===== config.mk =====
export PLATFORM = sky130hd
export DESIGN_NAME = pipe_stage_reg
export DESIGN_NICKNAME = d
export VERILOG_FILES = /design/src/rtl/pipe_stage_reg.sv
export SDC_FILE = /design/constraint.sdc
export NUM_CORES = 1
export LEC_CHECK = 0
export CORE_ASPECT_RATIO = 0.9
export CORE_MARGIN = 2
export CORE_UTILIZATION = 49
export DETAILED_ROUTE_END_ITERATION = 8
export PLACE_DENSITY = 0.81
export SLEW_MARGIN = 40
export SYNTH_ARGS = -nofsm -noshare
export SYNTH_HDL_FRONTEND = slang
export SYNTH_SLANG_ARGS = --single-unit

===== constraint.sdc =====
create_clock -name CLK -period 2.1 [get_ports CLK]
set_clock_uncertainty 0.2 [all_clocks]
set_input_delay 0.315 -clock CLK [delete_from_list [all_inputs] [get_ports CLK]]
set_output_delay 0.315 -clock CLK [all_outputs]
set_load 0.05 [all_outputs]

===== src/rtl/pipe_stage_reg.sv =====
`timescale 1ns/1ps
`default_nettype none
// ============================================================================
// Module      : pipe_stage_reg
// Description : Elastic pipeline register with valid/ready handshake, a
//               one-entry skid buffer behind a registered in_ready, and a
//               synchronous flush that turns the stage into a bubble.
// Revision    : 1.0 - initial release
// ============================================================================
module pipe_stage_reg #(
    parameter int CTRL_W         = 6,
    parameter int RW_W           = 5,
    parameter int DATA_W         = 32,
    parameter int NUM_CH         = 3,
    parameter int CLEAR_ON_FLUSH = 1
) (
    input  logic                     CLK,
    input  logic                     reset,
    input  logic                     flush,
    input  logic                     in_valid,
    output logic                     in_ready,
    input  logic [CTRL_W-1:0]        in_ctrl,
    input  logic [RW_W-1:0]          in_rw,
    input  logic [NUM_CH*DATA_W-1:0] in_data,
    output logic                     out_valid,
    input  logic                     out_ready,
    output logic [CTRL_W-1:0]        out_ctrl,
    output logic [RW_W-1:0]          out_rw,
    output logic [NUM_CH*DATA_W-1:0] out_data,
    output logic [1:0]               occupancy
);

    localparam int C_PAY_W = NUM_CH * DATA_W;

    typedef enum logic [1:0] {
        ST_EMPTY = 2'd0,
        ST_HALF  = 2'd1,
        ST_FULL  = 2'd2
    } state_t;

    state_t               r_state;
    state_t               w_next_state;
    logic                 r_in_ready;

    logic [CTRL_W-1:0]    r_main_ctrl;
    logic [RW_W-1:0]      r_main_rw;
    logic [C_PAY_W-1:0]   r_main_data;
    logic [CTRL_W-1:0]    r_skid_ctrl;
    logic [RW_W-1:0]      r_skid_rw;
    logic [C_PAY_W-1:0]   r_skid_data;

    logic                 w_in_fire;
    logic                 w_out_fire;
    logic                 w_load_main_in;
    logic                 w_load_main_skid;
    logic                 w_load_skid;
    logic                 w_drain;

    assign w_in_fire  = in_valid & r_in_ready;
    assign w_out_fire = (r_state != ST_EMPTY) & out_ready;

    // State register; in_ready is precomputed from the next state so it is a flop
    always_ff @(posedge CLK) begin
        if (!reset) begin
            r_state    <= ST_EMPTY;
            r_in_ready <= 1'b1;
        end else begin
            r_state    <= w_next_state;
            r_in_ready <= (w_next_state != ST_FULL);
        end
    end

    // Next-state decode and datapath load enables; flush overrides the handshake
    always_comb begin
        w_next_state     = r_state;
        w_load_main_in   = 1'b0;
        w_load_main_skid = 1'b0;
        w_load_skid      = 1'b0;
        w_drain          = 1'b0;
        if (flush) begin
            w_next_state = ST_EMPTY;
        end else begin
            case (r_state)
                ST_EMPTY: begin
                    if (w_in_fire) begin
                        w_load_main_in = 1'b1;
                        w_next_state   = ST_HALF;
                    end
                end
                ST_HALF: begin
                    if (w_in_fire && w_out_fire) begin
                        w_load_main_in = 1'b1;
                    end else if (w_in_fire) begin
                        w_load_skid  = 1'b1;
                        w_next_state = ST_FULL;
                    end else if (w_out_fire) begin
                        w_drain      = 1'b1;
                        w_next_state = ST_EMPTY;
                    end
                end
                ST_FULL: begin
                    if (w_out_fire) begin
                        w_load_main_skid = 1'b1;
                        w_next_state     = ST_HALF;
                    end
                end
                default: begin
                    w_next_state = ST_EMPTY;
                end
            endcase
        end
    end

    // Head entry; ctrl is forced to zero whenever the stage holds nothing
    always_ff @(posedge CLK) begin
        if (!reset) begin
            r_main_ctrl <= '0;
            r_main_rw   <= '0;
            r_main_data <= '0;
        end else if (flush) begin
            r_main_ctrl <= '0;
            if (CLEAR_ON_FLUSH != 0) begin
                r_main_rw   <= '0;
                r_main_data <= '0;
            end
        end else if (w_load_main_in) begin
            r_main_ctrl <= in_ctrl;
            r_main_rw   <= in_rw;
            r_main_data <= in_data;
        end else if (w_load_main_skid) begin
            r_main_ctrl <= r_skid_ctrl;
            r_main_rw   <= r_skid_rw;
            r_main_data <= r_skid_data;
        end else if (w_drain) begin
            r_main_ctrl <= '0;
        end
    end

    // Skid entry catches the beat accepted while the head is stalled
    always_ff @(posedge CLK) begin
        if (!reset) begin
            r_skid_ctrl <= '0;
            r_skid_rw   <= '0;
            r_skid_data <= '0;
        end else if (flush) begin
            r_skid_ctrl <= '0;
        end else if (w_load_skid) begin
            r_skid_ctrl <= in_ctrl;
            r_skid_rw   <= in_rw;
            r_skid_data <= in_data;
        end
    end

    // Occupancy follows directly from the state encoding
    always_comb begin
        occupancy = 2'd0;
        case (r_state)
            ST_HALF: occupancy = 2'd1;
            ST_FULL: occupancy = 2'd2;
            default: occupancy = 2'd0;
        endcase
    end

    assign in_ready  = r_in_ready;
    assign out_valid = (r_state != ST_EMPTY);
    assign out_ctrl  = r_main_ctrl;
    assign out_rw    = r_main_rw;
    assign out_data  = r_main_data;

endmodule
`default_nettype wire


==> impl_results.rst <==
.. list-table::
   :header-rows: 1

   * - Metric
     - Value
   * - Status
     - completed
   * - Area of placed instances
     - 0.01154 mm^2
   * - Crit path max-delay cell type
     - sky130_fd_sc_hd__dfxtp_1
   * - Crit path cell chain
     - nand2b_2 -> inv_1 -> buf_12
   * - Minimum clock period after layout
     - 2.002 ns
   * - Arr. time, crit path
     - 1.49 ns
   * - Number of antenna violations at the first check in global routing
     - 0
   * - Clock-pin transition on the worst setup and hold timing paths
     - 0.06 ns
   * - Ratio of total power to cell area
     - 769.0 mW/mm^2
   * - Area contributors post-synth
     - sky130_fd_sc_hd__dfxtp_1 (50%), sky130_fd_sc_hd__nand2_1 (14%), sky130_fd_sc_hd__a211oi_1 (8.7%)
   * - Fin. max-slew vios
     - 0
   * - Clock Sink Count
     - 217
   * - Grt ovf
     - 0
   * - CP Max Fanout
     - 9
   * - Mean area per synthesized cell
     - 8.016 um^2
   * - Remaining number of nets flagged by the antenna check after routing
     - 0
   * - Category of the worst setup path launch point
     - flop
   * - Area grow syn2layout
     - 39.95%
   * - Most common library cell in the layout ignoring fill and taps
     - sky130_fd_sc_hd__nand2_1
   * - Number of cells upsized or downsized after cts
     - 102
   * - Final HPWL from detailed placement
     - 16260 um
   * - Buffer type at the clock tree root
     - sky130_fd_sc_hd__clkbuf_16
   * - IO Count
     - 223
   * - Post-Route WL
     - 24930 um
   * - Number of synthesis warnings
     - 0
   * - Peak VDD IR
     - 0.5701 mV
   * - Die outline height
     - 130.3 um
   * - Total chip power
     - 9.343 mW
   * - Maximum clock path buffer count
     - 3
   * - Rows
     - 46
   * - Diode count
     - 0
   * - Fill cell count
     - 1481
   * - Vias post-DR
     - 8360
   * - Type of the most critical hold path
     - primary input to flop
   * - Final Cycle Share
     - 0.9534
   * - Fraction of post-synthesis cell area in the top cell type by area
     - 0.5004
   * - Flops & latches, synth
     - 217
   * - Count of distinct cell types in the synthesized netlist
     - 30
   * - Number of buffers inserted by port buffering
     - 222
   * - Router iterations before antenna repair
     - 5
   * - Number of max-capacitance violations reported
     - 0
   * - Number of buffers created by CTS
     - 23
   * - Critical path class
     - flop to output port
   * - Net count, final
     - 1407
   * - Core area
     - 0.01750 mm^2
   * - Static Leakage
     - 4.693 nW
   * - TritonCTS clock tree
     - built
   * - CP max stage delay
     - 0.46 ns
   * - Transition time of the tightest slew-check pin
     - 0.5454 ns
   * - Drt first-iter violations
     - 561
   * - H-tree depth reported by CTS
     - 1
   * - Count of unresolved DRC violations after routing
     - 0
   * - Final setup violation count
     - 0
   * - Multi-input gate area in the final layout
     - 0.003948 mm^2
   * - Most frequent cells in the layout
     - sky130_fd_sc_hd__nand2_1 (318), sky130_fd_sc_hd__dfxtp_1 (215), sky130_fd_sc_hd__a21oi_1 (114), sky130_fd_sc_hd__clkdlybuf4s50_1 (110), sky130_fd_sc_hd__nor2_1 (102)
   * - Total standard cell area after synthesis
     - 0.008681 mm^2
   * - CP Buf/Inv Count
     - 2
   * - Max-Slew Margin vs Limit
     - 0.6378
   * - Pin count of the biggest net entering global routing
     - 65
   * - First-pass GRT wire length
     - 40250 um
   * - Post-Syn Instances
     - 1083
   * - Average wire per standard cell
     - 16.07 um
   * - Worst slack on hold paths
     - 0.08583 ns
   * - WP data required
     - 1.58 ns
   * - Max Clock Freq
     - 499.5 MHz
   * - Area of the die
     - 0.01880 mm^2
   * - RSZ-0062 raised after global routing
     - false
   * - Post-Synthesis Net Count
     - 1195
   * - Final weighted congestion in routability-driven placement
     - 0.7590
   * - Number of global-route vias before repair
     - 8283
   * - Total area of sequential cells
     - 0.004347 mm^2
   * - DIE WIDTH
     - 144.3 um
   * - Share of cells above drive strength 1
     - 0.08924
   * - Effective utilization at floorplan
     - 0.4961
   * - Detail-routed via count per cell
     - 5.390
   * - Final std cell area, no fill
     - 0.01215 mm^2
   * - Post-synthesis cell type with the largest combined area
     - sky130_fd_sc_hd__dfxtp_1
   * - Part of the Yosys area used for sequential elements
     - 0.5004
   * - Total track usage
     - 0.2623
   * - Cell family contributing the most delay on the critical path
     - flip-flops
   * - Number of setup buffers added after CTS
     - 0
   * - Worst-skew pair later-pin latency
     - 0.49 ns
   * - Category of the worst setup path capture point
     - output port
   * - Final hold vios
     - 0
   * - CTS Hold Buffers Added
     - 0
   * - Utilization after layout
     - 0.6944
[power by group]
part	switching (mW)	internal, mW
clock	1.62	2.32
combinational	0.671	0.472
sequential	0.0538	4.21
[final timing paths]
path	to	slack, ns	start	cells past startpoint
worst max-delay path	occupancy[1]	0.1	r_state[0]	3
worst min-delay path	r_state[0]	0.09	reset	3
worst max register to register	out_data[30]	0.13	r_state[0]	5
worst min register to register	out_data[77]	0.25	r_skid_data[77]	2
[cells by family (layout without fill, tap and decap cells)]
group / count (synthesis) / in the layout / share of synthesized area
XOR/XNOR: 1 / 1 / 0.001009
AND/OR/NAND/NOR: 440 / 440 / 0.1991
flip-flops: 217 / 217 / 0.5004
buffers and inverters: 98 / 326 / 0.04886
AO/OA/AOI/OAI: 327 / 327 / 0.2506
[state kept, by name (all words and copies together), names as in the netlist]
signal,count
in_ready,1
r_skid_ctrl,6
out_data,96
r_state,2
r_skid_data,96
out_ctrl,6
r_skid_rw,5
out_rw,5
[stage by stage]
step                      cells  setup TNS [ns]  setup WS (ns)
after detailed placement   1510          -27.44        -0.2793
final                      1551               0        0.09791
after floorplan            1083               0        0.07102
after CTS                  1551               0        0.07749
after global placement     1510          -22.23        -0.2166
after global routing       1551               0       0.007191
[final cells by class]
cell class              instances  share of cell area
flip-flops and latches        217              0.3578
multi-input cells             768              0.3249
repair buffers                281              0.2312
clock buffers                  34             0.05489
well taps                     240             0.02472
clock inverters                 7            0.005252
inverters                       4            0.001236
[cell usage after synthesis, drive strengths merged]
master,number
and3b,1
xor2,1
a211oi,101
a211o,1
or4,1
nor4,1
nor2,102
a32oi,1
or3,1
nand2b,1
nand3,1
a311oi,1
o21ai,2
dfxtp,217
nor3,8
buf,34
nand2,319
a221oi,6
nand4b,1
inv,4
clkbuf,60
a21boi,101
nor2b,2
or2,2
a21oi,114
[tightest hold or removal path: cells and delay by family]
kind / cells / cell delay [ns]
simple gates: 1 / 0.20
buf+inv: 1 / 0.14
compound gates: 1 / 0.08
[metal layers]
| metal | track usage | part of all wire |
|---|---|---|
| met5 | 0 | 0 |
| met4 | 0.07253 | 0.022 |
| met3 | 0.05321 | 0.078 |
| met2 | 0.4505 | 0.47 |
| met1 | 0.3376 | 0.43 |
No activity file was read; power rests on OpenSTA's default activity.
